$ cat src/rtl/alu_decode_stage.sv
// rtl/alu_decode_stage.sv - MIPS instruction-to-ALU decoder with ID/EX pipeline register
// Optional feature macro: DECODE_ILLEGAL_TRAP_EN (adds ex_illegal output and trap decoding)
module alu_decode_stage #(
  parameter logic [4:0] RA_REG   = 5'd31,
  parameter logic [4:0] NOP_DEST = 5'd0
) (
  input  logic        clk,
  input  logic        rst_n,
  input  logic        id_valid,
  output logic        id_ready,
  input  logic [31:0] id_instr,
  input  logic [31:0] id_pc,
  input  logic [31:0] id_rs_data,
  input  logic [31:0] id_rt_data,
  input  logic        ex_stall,
  input  logic        flush,
  output logic        ex_valid,
  output logic [5:0]  ex_alu_op,
  output logic [31:0] ex_op1,
  output logic [31:0] ex_op2,
  output logic [5:0]  ex_shamt,
  output logic [4:0]  ex_dest,
  output logic        ex_wb_en,
  output logic [2:0]  ex_mem_op,
  output logic [3:0]  ex_br_op,
  output logic [31:0] ex_store_data
`ifdef DECODE_ILLEGAL_TRAP_EN
  ,
  output logic        ex_illegal
`endif
);

  localparam logic [5:0] OP_SPECIAL  = 6'h00, OP_REGIMM = 6'h01, OP_J    = 6'h02;
  localparam logic [5:0] OP_JAL      = 6'h03, OP_BEQ    = 6'h04, OP_BNE  = 6'h05;
  localparam logic [5:0] OP_BLEZ     = 6'h06, OP_BGTZ   = 6'h07, OP_ADDIU = 6'h09;
  localparam logic [5:0] OP_SLTI     = 6'h0A, OP_SLTIU  = 6'h0B, OP_ORI  = 6'h0D;
  localparam logic [5:0] OP_LUI      = 6'h0F, OP_SPECIAL2 = 6'h1C;
  localparam logic [5:0] OP_LB       = 6'h20, OP_LW     = 6'h23, OP_LBU  = 6'h24;
  localparam logic [5:0] OP_SB       = 6'h28, OP_SW     = 6'h2B;

  localparam logic [5:0] F_SLL = 6'h00, F_SRL = 6'h02, F_SRA = 6'h03, F_JR = 6'h08;
  localparam logic [5:0] F_DIV = 6'h1A, F_ADD = 6'h20, F_ADDU = 6'h21, F_SUB = 6'h22;
  localparam logic [5:0] F_SUBU = 6'h23, F_AND = 6'h24, F_OR = 6'h25, F_XOR = 6'h26;
  localparam logic [5:0] F_NOR = 6'h27, F_SLT = 6'h2A, F_SLTU = 6'h2B, F2_MUL = 6'h02;

  localparam logic [5:0] ALU_ADD = 6'd0, ALU_SUB = 6'd1, ALU_MUL = 6'd2, ALU_DIV = 6'd3;
  localparam logic [5:0] ALU_SLL = 6'd4, ALU_SRL = 6'd5, ALU_SLT = 6'd6, ALU_AND = 6'd7;
  localparam logic [5:0] ALU_OR  = 6'd8, ALU_XOR = 6'd9, ALU_NOR = 6'd10, ALU_SRA = 6'd11;
  localparam logic [5:0] ALU_LUI = 6'd12;

  localparam logic [2:0] MEM_NONE = 3'd0, MEM_LW = 3'd1, MEM_SW = 3'd2;
  localparam logic [2:0] MEM_LB   = 3'd3, MEM_SB = 3'd4, MEM_LBU = 3'd5;

  localparam logic [3:0] BR_NONE = 4'd0, BR_BEQ = 4'd1, BR_BNE = 4'd2, BR_BGEZ = 4'd3;
  localparam logic [3:0] BR_BGTZ = 4'd4, BR_BLEZ = 4'd5, BR_BLTZ = 4'd6, BR_J = 4'd7;
  localparam logic [3:0] BR_JAL  = 4'd8, BR_JR = 4'd9;

  logic [5:0]  opcode, funct;
  logic [4:0]  rt_idx, rd_idx;
  logic [31:0] imm_sx, imm_zx;
  logic        unused_rs_field;

  assign opcode = id_instr[31:26];
  assign funct  = id_instr[5:0];
  assign rt_idx = id_instr[20:16];
  assign rd_idx = id_instr[15:11];
  assign imm_sx = {{16{id_instr[15]}}, id_instr[15:0]};
  assign imm_zx = {16'h0000, id_instr[15:0]};
  // rs arrives already read and forwarded, so its index field is not needed here
  assign unused_rs_field = ^id_instr[25:21];

  logic [5:0]  d_op;
  logic [31:0] d_op1, d_op2, d_sd;
  logic [4:0]  d_dest;
  logic        d_wb, d_ill, d_wb_en;
  logic [2:0]  d_mem;
  logic [3:0]  d_br;

  // Decode the ID-stage instruction into ALU op, operands and side-band control
  always_comb begin
    d_op   = ALU_SLL;
    d_op1  = '0;
    d_op2  = '0;
    d_dest = NOP_DEST;
    d_wb   = 1'b0;
    d_mem  = MEM_NONE;
    d_br   = BR_NONE;
    d_sd   = '0;
    d_ill  = 1'b0;
    case (opcode)
      OP_SPECIAL: begin
        d_op1  = id_rs_data;
        d_op2  = id_rt_data;
        d_dest = rd_idx;
        d_wb   = 1'b1;
        case (funct)
          F_ADD, F_ADDU: d_op = ALU_ADD;
          F_SUB, F_SUBU: d_op = ALU_SUB;
          F_AND:         d_op = ALU_AND;
          F_OR:          d_op = ALU_OR;
          F_XOR:         d_op = ALU_XOR;
          F_NOR:         d_op = ALU_NOR;
          F_SLT, F_SLTU: d_op = ALU_SLT;
          F_SLL: begin d_op = ALU_SLL; d_op1 = '0; end
          F_SRL: begin d_op = ALU_SRL; d_op1 = '0; end
          F_SRA: begin d_op = ALU_SRA; d_op1 = '0; end
          F_DIV: begin
            d_op = ALU_DIV;
`ifdef DECODE_ILLEGAL_TRAP_EN
            if (id_rt_data == '0) d_ill = 1'b1;
`endif
          end
          F_JR: begin
            d_op   = ALU_ADD;
            d_op2  = '0;
            d_dest = NOP_DEST;
            d_wb   = 1'b0;
            d_br   = BR_JR;
          end
          default: d_ill = 1'b1;
        endcase
      end
      OP_SPECIAL2: begin
        if (funct == F2_MUL) begin
          d_op   = ALU_MUL;
          d_op1  = id_rs_data;
          d_op2  = id_rt_data;
          d_dest = rd_idx;
          d_wb   = 1'b1;
        end else begin
          d_ill = 1'b1;
        end
      end
      OP_REGIMM: begin
        d_op  = ALU_SUB;
        d_op1 = id_rs_data;
        if (rt_idx == 5'd1)      d_br = BR_BGEZ;
        else if (rt_idx == 5'd0) d_br = BR_BLTZ;
        else                     d_ill = 1'b1;
      end
      OP_J: d_br = BR_J;
      OP_JAL: begin
        d_op   = ALU_ADD;
        d_op1  = id_pc;
        d_op2  = 32'd8;
        d_dest = RA_REG;
        d_wb   = 1'b1;
        d_br   = BR_JAL;
      end
      OP_BEQ, OP_BNE: begin
        d_op  = ALU_SUB;
        d_op1 = id_rs_data;
        d_op2 = id_rt_data;
        d_br  = (opcode == OP_BEQ) ? BR_BEQ : BR_BNE;
      end
      OP_BLEZ, OP_BGTZ: begin
        d_op  = ALU_SUB;
        d_op1 = id_rs_data;
        d_br  = (opcode == OP_BLEZ) ? BR_BLEZ : BR_BGTZ;
      end
      OP_ADDIU, OP_SLTI, OP_SLTIU, OP_ORI, OP_LUI: begin
        d_op1  = id_rs_data;
        d_dest = rt_idx;
        d_wb   = 1'b1;
        case (opcode)
          OP_ADDIU: begin d_op = ALU_ADD; d_op2 = imm_sx; end
          OP_ORI:   begin d_op = ALU_OR;  d_op2 = imm_zx; end
          OP_LUI:   begin d_op = ALU_LUI; d_op2 = imm_zx; end
          default:  begin d_op = ALU_SLT; d_op2 = imm_sx; end
        endcase
      end
      OP_LW, OP_LB, OP_LBU: begin
        d_op   = ALU_ADD;
        d_op1  = id_rs_data;
        d_op2  = imm_sx;
        d_dest = rt_idx;
        d_wb   = 1'b1;
        d_mem  = (opcode == OP_LW) ? MEM_LW : ((opcode == OP_LB) ? MEM_LB : MEM_LBU);
      end
      OP_SW, OP_SB: begin
        d_op  = ALU_ADD;
        d_op1 = id_rs_data;
        d_op2 = imm_sx;
        d_sd  = id_rt_data;
        d_mem = (opcode == OP_SW) ? MEM_SW : MEM_SB;
      end
      default: d_ill = 1'b1;
    endcase
    // Anything unsupported (or trapped) degrades to a side-effect-free nop
    if (d_ill) begin
      d_op   = ALU_SLL;
      d_op1  = '0;
      d_op2  = '0;
      d_dest = NOP_DEST;
      d_wb   = 1'b0;
      d_mem  = MEM_NONE;
      d_br   = BR_NONE;
      d_sd   = '0;
    end
  end

  assign d_wb_en  = d_wb & (d_dest != NOP_DEST);
  assign id_ready = ~ex_stall | ~ex_valid;

  // ID/EX register: reset beats flush, flush beats accept, stall holds everything
  always_ff @(posedge clk) begin
    if (!rst_n) begin
      ex_valid      <= 1'b0;
      ex_alu_op     <= '0;
      ex_op1        <= '0;
      ex_op2        <= '0;
      ex_shamt      <= '0;
      ex_dest       <= '0;
      ex_wb_en      <= 1'b0;
      ex_mem_op     <= '0;
      ex_br_op      <= '0;
      ex_store_data <= '0;
`ifdef DECODE_ILLEGAL_TRAP_EN
      ex_illegal    <= 1'b0;
`endif
    end else begin
      if (flush)         ex_valid <= 1'b0;
      else if (id_ready) ex_valid <= id_valid;
      if (id_valid && id_ready) begin
        ex_alu_op     <= d_op;
        ex_op1        <= d_op1;
        ex_op2        <= d_op2;
        ex_shamt      <= {1'b0, id_instr[10:6]};
        ex_dest       <= d_dest;
        ex_wb_en      <= d_wb_en;
        ex_mem_op     <= d_mem;
        ex_br_op      <= d_br;
        ex_store_data <= d_sd;
`ifdef DECODE_ILLEGAL_TRAP_EN
        ex_illegal    <= d_ill;
`endif
      end
    end
  end

endmodule

$ cat config.mk
export PLATFORM = sky130hd
export DESIGN_NAME = alu_decode_stage
export DESIGN_NICKNAME = d
export VERILOG_FILES = /design/src/rtl/alu_decode_stage.sv
export SDC_FILE = /design/constraint.sdc
export NUM_CORES = 1
export LEC_CHECK = 0
export CAP_MARGIN = 15
export CORE_AREA = 2 2 125 157
export CTS_CLUSTER_SIZE = 40
export DETAILED_ROUTE_END_ITERATION = 8
export DIE_AREA = 0 0 127 159
export PLACE_DENSITY = 0.73
export SYNTH_ARGS = -nofsm -noshare
export SYNTH_HDL_FRONTEND = slang
export SYNTH_SLANG_ARGS = --single-unit
$ cat constraint.sdc
create_clock -name clk -period 7.2 [get_ports clk]
set_clock_uncertainty 0.2 [all_clocks]
set_input_delay 1.08 -clock clk [delete_from_list [all_inputs] [get_ports clk]]
set_output_delay 1.08 -clock clk [all_outputs]
set_load 0.005 [all_outputs]
# Word-level counts from Yosys, hierarchy flattened
# Index checks and enable logic that the tools add are counted.
[totals] register_bits=121 out_inout_bits=123 wordCells=113 inputBits=133
[op_classes] bitwise_logic=5 n_eq_ne=33 reduce_logical=24 mux=41
[op_table] cell="$mux W32" count=9
[op_table] cell="$pmux W32 S6" count=1
[op_table] cell="$pmux W32 S4" count=1
[op_table] cell="$eq A6 B6 Y1 const B" count=15
[op_table] cell="$pmux W4 S10" count=1
[op_table] cell="$eq A6 B4 Y1 const B" count=6
[op_table] cell="$reduce_or A15 Y1" count=2
[op_table] cell="$eq A6 B2 Y1 const B" count=4
[op_table] cell="$eq A6 B3 Y1 const B" count=4
[op_table] cell="$pmux W4 S6" count=1
[op_table] cell="$mux W3" count=7
[op_table] cell="$pmux W4 S5" count=1
[op_table] cell="$pmux W5 S4" count=1
[op_table] cell="$reduce_or A16 Y1" count=1
[op_table] cell="$mux W5" count=3
[op_table] cell="$reduce_or A5 Y1" count=3
[op_table] cell="$reduce_or A2 Y1" count=7
[op_table] cell="$eq A6 B5 Y1 const B" count=2
[op_table] cell="$logic_not A6 Y1" count=2
[op_table] cell="$pmux W4 S3" count=1
[op_table] cell="$reduce_or A3 Y1" count=3
[op_table] cell="$reduce_or A9 Y1" count=1
[op_table] cell="$mux W1" count=8
[op_table] cell="$mux W4" count=2
[op_table] cell="other kinds (15)" count=17

# Logic depth before layout (Yosys ltp)
# Gate-level depths: netlist of the first run.
[depth] ltp_word=7 depth_mapped=9 depth_no_buf=6

# Least setup slack after synthesis of the first run
# OpenSTA, ideal clock, no wires.
[synth_timing] path_kind="in2reg" startpoint="input port id_instr[2]" endpoint="register ex_alu_op[2]" path_stages=8 arrival_ns=2.727 required_ns=6.881 path_buffers=2 path_slack_ns=4.154 setup_ns=0.119 cell_sequence="buf_2 or4_4 nor4_4 a21o_2 and3_1 buf_2 o21ai_2 o221a_2"
[synth_via] elab_chain_len=5 word_cells_on_any_way=26 cone_classes="14 x eq/ne; 7 x mux; 5 x reduce/logical"
[synth_lines] item="start, declared" line_no="11" text="input logic [31:0] id_instr,"
[synth_lines] item="$eq A6 B4 Y1, or another cell as far along" line_no="96" text="case (funct)"
[synth_lines] item="$reduce_or A3 Y1 (no source line), or another cell as far along"
[synth_lines] item="$pmux W4 S10 / $mux W1 (equally long branches)" line_no="96"
[synth_lines] item="$pmux W4 S5 / $pmux W1 S4 (equally long branches)" line_no="90" text="case (opcode)"
[synth_lines] item="$mux W6 (*)" line_no="190" text="if (d_ill) begin"
[synth_lines] item="end signal, assigned" line_no="225" text="ex_alu_op <= d_op;"
[synth_lines] item="end, declared" line_no="18" text="output logic [5:0] ex_alu_op,"
# Every way passes the cells marked *; elsewhere a longest branch is shown, timed or not.
# A chain may end at the register's enable or synchronous reset.

# Worst setup path after layout of the first run
[layout_timing] startpoint="input port id_instr[31]" endpoint="register ex_op2[29]"
[layout_via] elab_chain_len=5 word_cells_on_any_way=28 cone_classes="18 x eq/ne; 4 x mux; 6 x reduce/logical"
[layout_lines] item="$eq A6 B4 Y1" line_no="90, 165"
[layout_lines] item="$reduce_or A2 Y1 (no source line)"
[layout_lines] item="$mux W32" line_no="165" text="case (opcode)"
[layout_lines] item="$pmux W32 S6" line_no="90"
[layout_lines] item="$mux W32 (*)" line_no="190"
[layout_lines] item="end signal, assigned" line_no="227" text="ex_op2 <= d_op2;"
[layout_lines] item="end, declared" line_no="20" text="output logic [31:0] ex_op2,"
# Marks and branches as above.

==> results.md, run 1 <==
* Synth cell count leaders: 119 x dfxtp_1, 67 x a22o_1, 60 x nand2_1, 59 x nor2_1, 48 x a22oi_1
* Yosys reg bits at 119
* Clk slew on worst S/H paths at 60 ps
* Crit path buf inv count at 1
* Initial antenna violation count at 0
* Root Buffer: clkbuf_16
* Routed Antenna Nets at 0
* Delay-heaviest family, CP: compound AO/OA/AOI/OAI gates
* Slew headroom at 29.3%
* R2r worst-path depth at 5
* Synthesis Warnings at 0
* Post-CTS Setup Inserts at 0
* Area share of the leading cell type in the synthesized netlist at 43.4%
* Vias in the first global route at 5402
* Row count at 56
* Max Buffers Root-to-Sink at 2
* Least-Margin Pin Slew at 1060 ps
* Crit-path cells: clkdlybuf4s50_1 -> and2b_1 -> a21oi_1 -> o221ai_2 -> and3_1 -> a21oi_1 -> o21ai_2
* Design area at 8670 sq um
* Post-DP HPWL at 14000 um
* Max cap viols at 0
* Die X at 127 um
* Starting Density at 29.5%
* Layout cells sized above 1 at 10.5%
* Status: finished, final reports clean
* Htree depth at 4
* Post-Syn Area at 5490 sq um
* Gp weighted congestion at 0.864
* Total track usage at 19.3%
* Vias/cell at 5.25
* Critical path type: in2reg
* Setup TNS at 0 ps
* Routed WL at 20000 um
* Sequential cell area fraction in the yosys report at 43.4%
* # clock sinks at 119
* Max VDD drop at 139 uV
* CP Data Required Time at 7340 ps
* Drt first pass iters at 5
* DP Area at 8030 sq um
* Layout area overhead at 57.8%
* Full die area at 20200 sq um
* Most used standard cell by instance count after synthesis: dfxtp_1
* # nets final at 960
* Unrepaired setup endpoints after global routing: no
* Worst Hold Depth at 2
* Fmax at 241 MHz
* # hold bufs at CTS at 0
* Crit Path Max Fanout at 20
* Initial DRC count at 480
* Ant. Diodes at 0
* Fin crit period at 4140 ps
* Slowest stage delay, CP at 860 ps
* WP depth at 7
* DRC at 0
* First-pass GRT wire length at 30700 um
* Library cells used by synthesis at 69
* Fin crit share at 57.5%
* Asr flop ratio synth at 0%
* Setup Viol. Count Final at 0
* CP Launch Type: primary input
* CP dominant cell by count: a21oi_1
* Vias at 5626
* Critical-path top delay cell: o221ai_2
* Post-CTS resize count at 0
* Synth top area cells: dfxtp_1 43%, a22o_1 11%, a22oi_1 6.6%
* Lkg Pwr at 3.10 nW
* Clk_lat worst skew at 410 ps
* Top cell type by total area after synthesis: dfxtp_1
* Overflow after GRT at 0
* CP Capture Type: flip-flop
* Synthesized area per cell at 8.95 sq um
* Class of the worst hold path: reg2reg
* Power per Cell Area at 204 nW/um^2
* Final Hold Fails at 0
* Largest net degree at the start of global routing at 54
* Synth Flop Type: dfxtp_1
* Final Max Slew Viols at 0
* Mapped Cells at 614
* TritonCTS clock tree: yes
* # port buffers at 247
* Core area at 18600 sq um
* Worst EP arrival at 4280 ps
* Minimum hold slack at 249 ps
* Die span in y at 159 um
* Num CTS Buffers at 17
* Top Ports at 256
* Number of synthesized flops with an enable pin at 0
* WL/cell at 18.7 um
state kept, by name, summed over array words and instances, names as in the netlist:
name           flops
ex_alu_op          4
ex_br_op           4
ex_dest            5
ex_mem_op          3
ex_op1            32
ex_op2            32
ex_shamt           5
ex_store_data     32
ex_valid           1
ex_wb_en           1
cells in the final DEF, fill, tap and decap left out, types with 7 or more instances in the layout:
master             n
a21oi_1           41
a22o_1            67
a22oi_1           48
clkbuf_16         17
clkdlybuf4s50_1  247
dfxtp_1          119
inv_1              7
nand2_1           59
nor2_1            57
o21ai_0           16
o21ai_2           29
worst paths after layout:
path	startpoint	end	slack [ps]
setup reg to reg	ex_valid	ex_op1[29]	4680
hold reg to reg	ex_op2[15]	ex_op2[15]	250
hold / removal	ex_op2[15]	ex_op2[15]	250
setup / recovery	id_instr[31]	ex_op2[29]	3060
worst register-to-register path: cells and delay by family (launching register included):
family | cells | cell delay (ps)
compound gates | 1 | 240
buf+inv | 1 | 530
simple gates | 3 | 1130
flops | 1 | 350
logic make-up (layout without fill, tap and decap cells):
group                    Yosys count  after routing  synth area share (%)
adder cells (fa/ha/maj)            1              1                 0.182
buffers and inverters             70            294                  6.01
flip-flops                       119            119                  43.4
XOR/XNOR                           2              2                 0.319
AO/OA/AOI/OAI                    252            252                  35.3
AND/OR/NAND/NOR                  169            169                  14.7
other                              1              3                0.0683
area by class of cell:
class / count / area [sq um]
inverter: 8 / 30.0
multi-input combinational: 427 / 2810
clock buffer: 17 / 425
clock inverter: 15 / 189
sequential: 119 / 2380
fill: 1811 / 9970
timing repair buffer: 254 / 2540
tap: 232 / 290
layer usage:
| layer | vias up | routed length (um) | global-route usage [%] |
|---|---|---|---|
| met5 | - | 0 | 0 |
| met3 | 17 | 1820 | 7.02 |
| li1 | 2710 | - | - |
| met2 | 252 | 9600 | 32.2 |
| met4 | 0 | 257 | 5.59 |
| met1 | 2647 | 8350 | 23.4 |
report_power, final:
part	switching (mW)	internal, mW	total (mW)
clock	0.335	0.552	0.888
combinational	0.105	0.107	0.211
sequential	0.00272	0.664	0.667
total	0.443	1.32	1.77
per-stage QoR:
stage / setup slack (ps) / util, % / instances / power, mW
3_3_place_gp: 2650 / 43.1 / 1039 / 0.887
3_5_place_dp: 2670 / 43.1 / 1039 / 0.889
2_1_floorplan: 4150 / - / 616 / 0.776
5_1_grt: 2880 / 46.5 / 1072 / 1.83
6_report: 3060 / 46.5 / 1072 / 1.77
4_1_cts: 3110 / 46.4 / 1071 / 1.79
(Power assumes the default switching activity.)
==> run 2: changes to the inputs <==
==> constraint.sdc (replaced) <==
create_clock -name clk -period 3.95 [get_ports clk]
set_clock_uncertainty 0.2 [all_clocks]
set_input_delay 0.5925 -clock clk [delete_from_list [all_inputs] [get_ports clk]]
set_output_delay 0.5925 -clock clk [all_outputs]
set_load 0.005 [all_outputs]
==> run 2 against run 1 <==
Combinational power grew 87%. Worst hold slack about the same. Flip-flop and latch count is the same. Non-clock buffer count increased by 16. Sequential power rose by 81%. Cell count rose by 1.5%. Core utilization grew 0.68 points. Largest power group unchanged. Highest routed layer unchanged.
==> results.md, run 2 (synthesis results as in run 1) <==
* Setup Viol. Count Final at 0 (unchanged)
* WL/cell at 18.6 um (was 18.7 um)
* Max cap viols at 0 (unchanged)
* Reg area at 2380 sq um (unchanged)
* Setup TNS at 0 ps (unchanged)
* Routed WL at 20200 um (was 20000 um)
* Commonest cells after routing, fill and taps aside: 247 x clkdlybuf4s50_1, 119 x dfxtp_1, 67 x a22o_1 (unchanged)
* Vias in the first global route at 5582 (was 5402)
* Gate power share at 12.5% (was 12.0%)
* Layout Cells excl Fill at 1088 (was 1072)
* Die X at 127 um (unchanged)
* Overflow after GRT at 0 (unchanged)
* Lkg Pwr at 3.18 nW (was 3.10 nW)
* Initial antenna violation count at 0 (unchanged)
* Ant. Diodes at 0 (unchanged)
* Least-Margin Pin Slew at 672 ps (was 1060 ps)
* Post-CTS resize count at 0 (unchanged)
* Full die area at 20200 sq um (unchanged)
* Starting Density at 29.5% (unchanged)
* # clock sinks at 119 (unchanged)
* Root Buffer: clkbuf_16 (unchanged)
* Critical path type: in2reg (unchanged)
* Fin util at 47.2% (was 46.5%)
* Placed Cells incl. Taps at 1056 (was 1039)
* Initial DRC count at 418 (was 480)
* Power per Cell Area at 358 nW/um^2 (was 204 nW/um^2)
* Internal power at 2.35 mW (was 1.32 mW)
* Layout area overhead at 60.1% (was 57.8%)
* Crit Path Max Fanout at 32 (was 20)
* Class of the worst hold path: reg2reg (unchanged)
* First-pass GRT wire length at 31600 um (was 30700 um)
* Fin crit share at 78.7%
* Row count at 56 (unchanged)
* Drt first pass iters at 5 (unchanged)
* Post-DP HPWL at 14300 um (was 14000 um)
* R2r startpoint: ex_valid (unchanged)
* CP Capture Type: flip-flop (unchanged)
* Critical Path Source: id_instr[30] (was id_instr[31])
* Fin crit period at 3110 ps
* Hold Startpoint: ex_op2[31] (was ex_op2[15])
* Core area at 18600 sq um (unchanged)
* Final Max Slew Viols at 0 (unchanged)
* Clk_lat worst skew at 410 ps (about the same)
* Htree depth at 4 (unchanged)
* DRC at 0 (unchanged)
* Vias/cell at 5.25 (about the same)
* FILL cells at 1787 (was 1811)
* Max Buffers Root-to-Sink at 2 (unchanged)
* Vias at 5710 (was 5626)
* Gp weighted congestion at 0.925 (was 0.864)
* CP Data Required Time at 4110 ps (was 7340 ps)
* Unrepaired setup endpoints after global routing: no (unchanged)
* Max VDD drop at 246 uV (was 139 uV)
* Status: finished, final reports clean (unchanged)
* # nets final at 976 (was 960)
* Critical-path top delay cell: or4_1 (was o221ai_2)
* Fmax at 322 MHz
* Multi-input logic area at 2810 sq um (unchanged)
* Slew headroom at 55.2% (was 29.3%)
* Largest registers: ex_op1 x32, ex_op2 x32, ex_store_data x32 (unchanged)
* Clk slew on worst S/H paths at 60 ps (about the same)
* Layout cells sized above 1 at 12.1% (was 10.5%)
* Final Hold Fails at 0 (unchanged)
* Pre-CTS setup slack at 447 ps (was 2670 ps)
* Seq pwr share at 38.6% (was 37.8%)
* Sw power at 0.792 mW (was 0.443 mW)
* Slowest stage delay, CP at 720 ps (was 860 ps)
* # hold bufs at CTS at 0 (unchanged)
* Largest net degree at the start of global routing at 69 (was 54)
* Final worst slack at 842 ps (was 3060 ps)
* CP Launch Type: primary input (unchanged)
* Total power draw at 3.15 mW (was 1.77 mW)
* Top Ports at 256 (unchanged)
* Post-CTS Setup Inserts at 0 (unchanged)
* TritonCTS clock tree: yes (unchanged)
* Total track usage at 19.9% (was 19.3%)
* # port buffers at 247 (unchanged)
* Die span in y at 159 um (unchanged)
* Num CTS Buffers at 17 (unchanged)
* Commonest non-fill, non-tap cell in the layout: clkdlybuf4s50_1 (unchanged)
* Crit-path cells: clkdlybuf4s50_1 -> or4_1 -> a311oi_1 -> a311oi_1 -> nand2_1 -> buf_4 -> a22o_1 -> a22o_1 (was clkdlybuf4s50_1 -> and2b_1 -> a21oi_1 -> o221ai_2 -> and3_1 -> a21oi_1 -> o21ai_2)
* Routed Antenna Nets at 0 (unchanged)
* Switching share of power at 25.2% (was 25.1%)
* Worst EP arrival at 3270 ps (was 4280 ps)
* Clock share of power at 48.9% (was 50.3%)
==> run 2: cell count changes in the layout (fill, tap and decap cells not counted), sizes merged <==
cell / before / now
inv: 13 / 12
bufinv: 3 / 1
clkbuf: 17 / 21
clkinv: 6 / 4
clkinvlp: 1 / 2
buf: 7 / 23
==> run 2: metal layers <==
metal  global-route usage [%]  up-vias  wire length (um)
li1                         -     2747                 -
met1                     23.9     2689              8400
met2                     33.4      253              9790
met3                     6.85       21              1750
met4                     5.94        0               316
met5                        0        -                 0
==> run 2: per-stage QoR <==
step	hold WS [ps]	cell area [sq um]
after CTS	253	8800
after detailed placement	240	8200
after global routing	271	8800
after floorplan	244	5500
final	249	8800
after global placement	236	8200
==> run 2: worst max-delay path: cells and delay by family <==
kind	cells	cell delay (ps)
compound gates	4	790
buf+inv	2	1050
simple gates	2	820
==> run 2: layout make-up <==
cell class | instances | area share (%)
clock inverter | 11 | 1.27
sequential | 119 | 27.1
multi-input combinational | 427 | 31.9
clock buffer | 21 | 5.46
timing repair buffer | 270 | 30.6
tap | 232 | 3.30
inverter | 8 | 0.341
==> run 2: final timing paths <==
path / depth (start not counted) / to / slack (ps)
worst max-delay path: 8 / ex_op1[0] / 840
worst min register to register: 2 / ex_op2[31] / 250
worst min-delay path: 2 / ex_op2[31] / 250
worst max register to register: 7 / ex_op2[0] / 1900
==> run 2: power by group through the flow <==
stage	Clock [mW]	Combinational (mW)	Sequential [mW]
floorplan	0	0.173	1.24
CTS	1.58	0.396	1.21
finish	1.54	0.394	1.21
global route	1.64	0.426	1.22
global placement	0	0.391	1.24
detailed placement	0	0.394	1.24
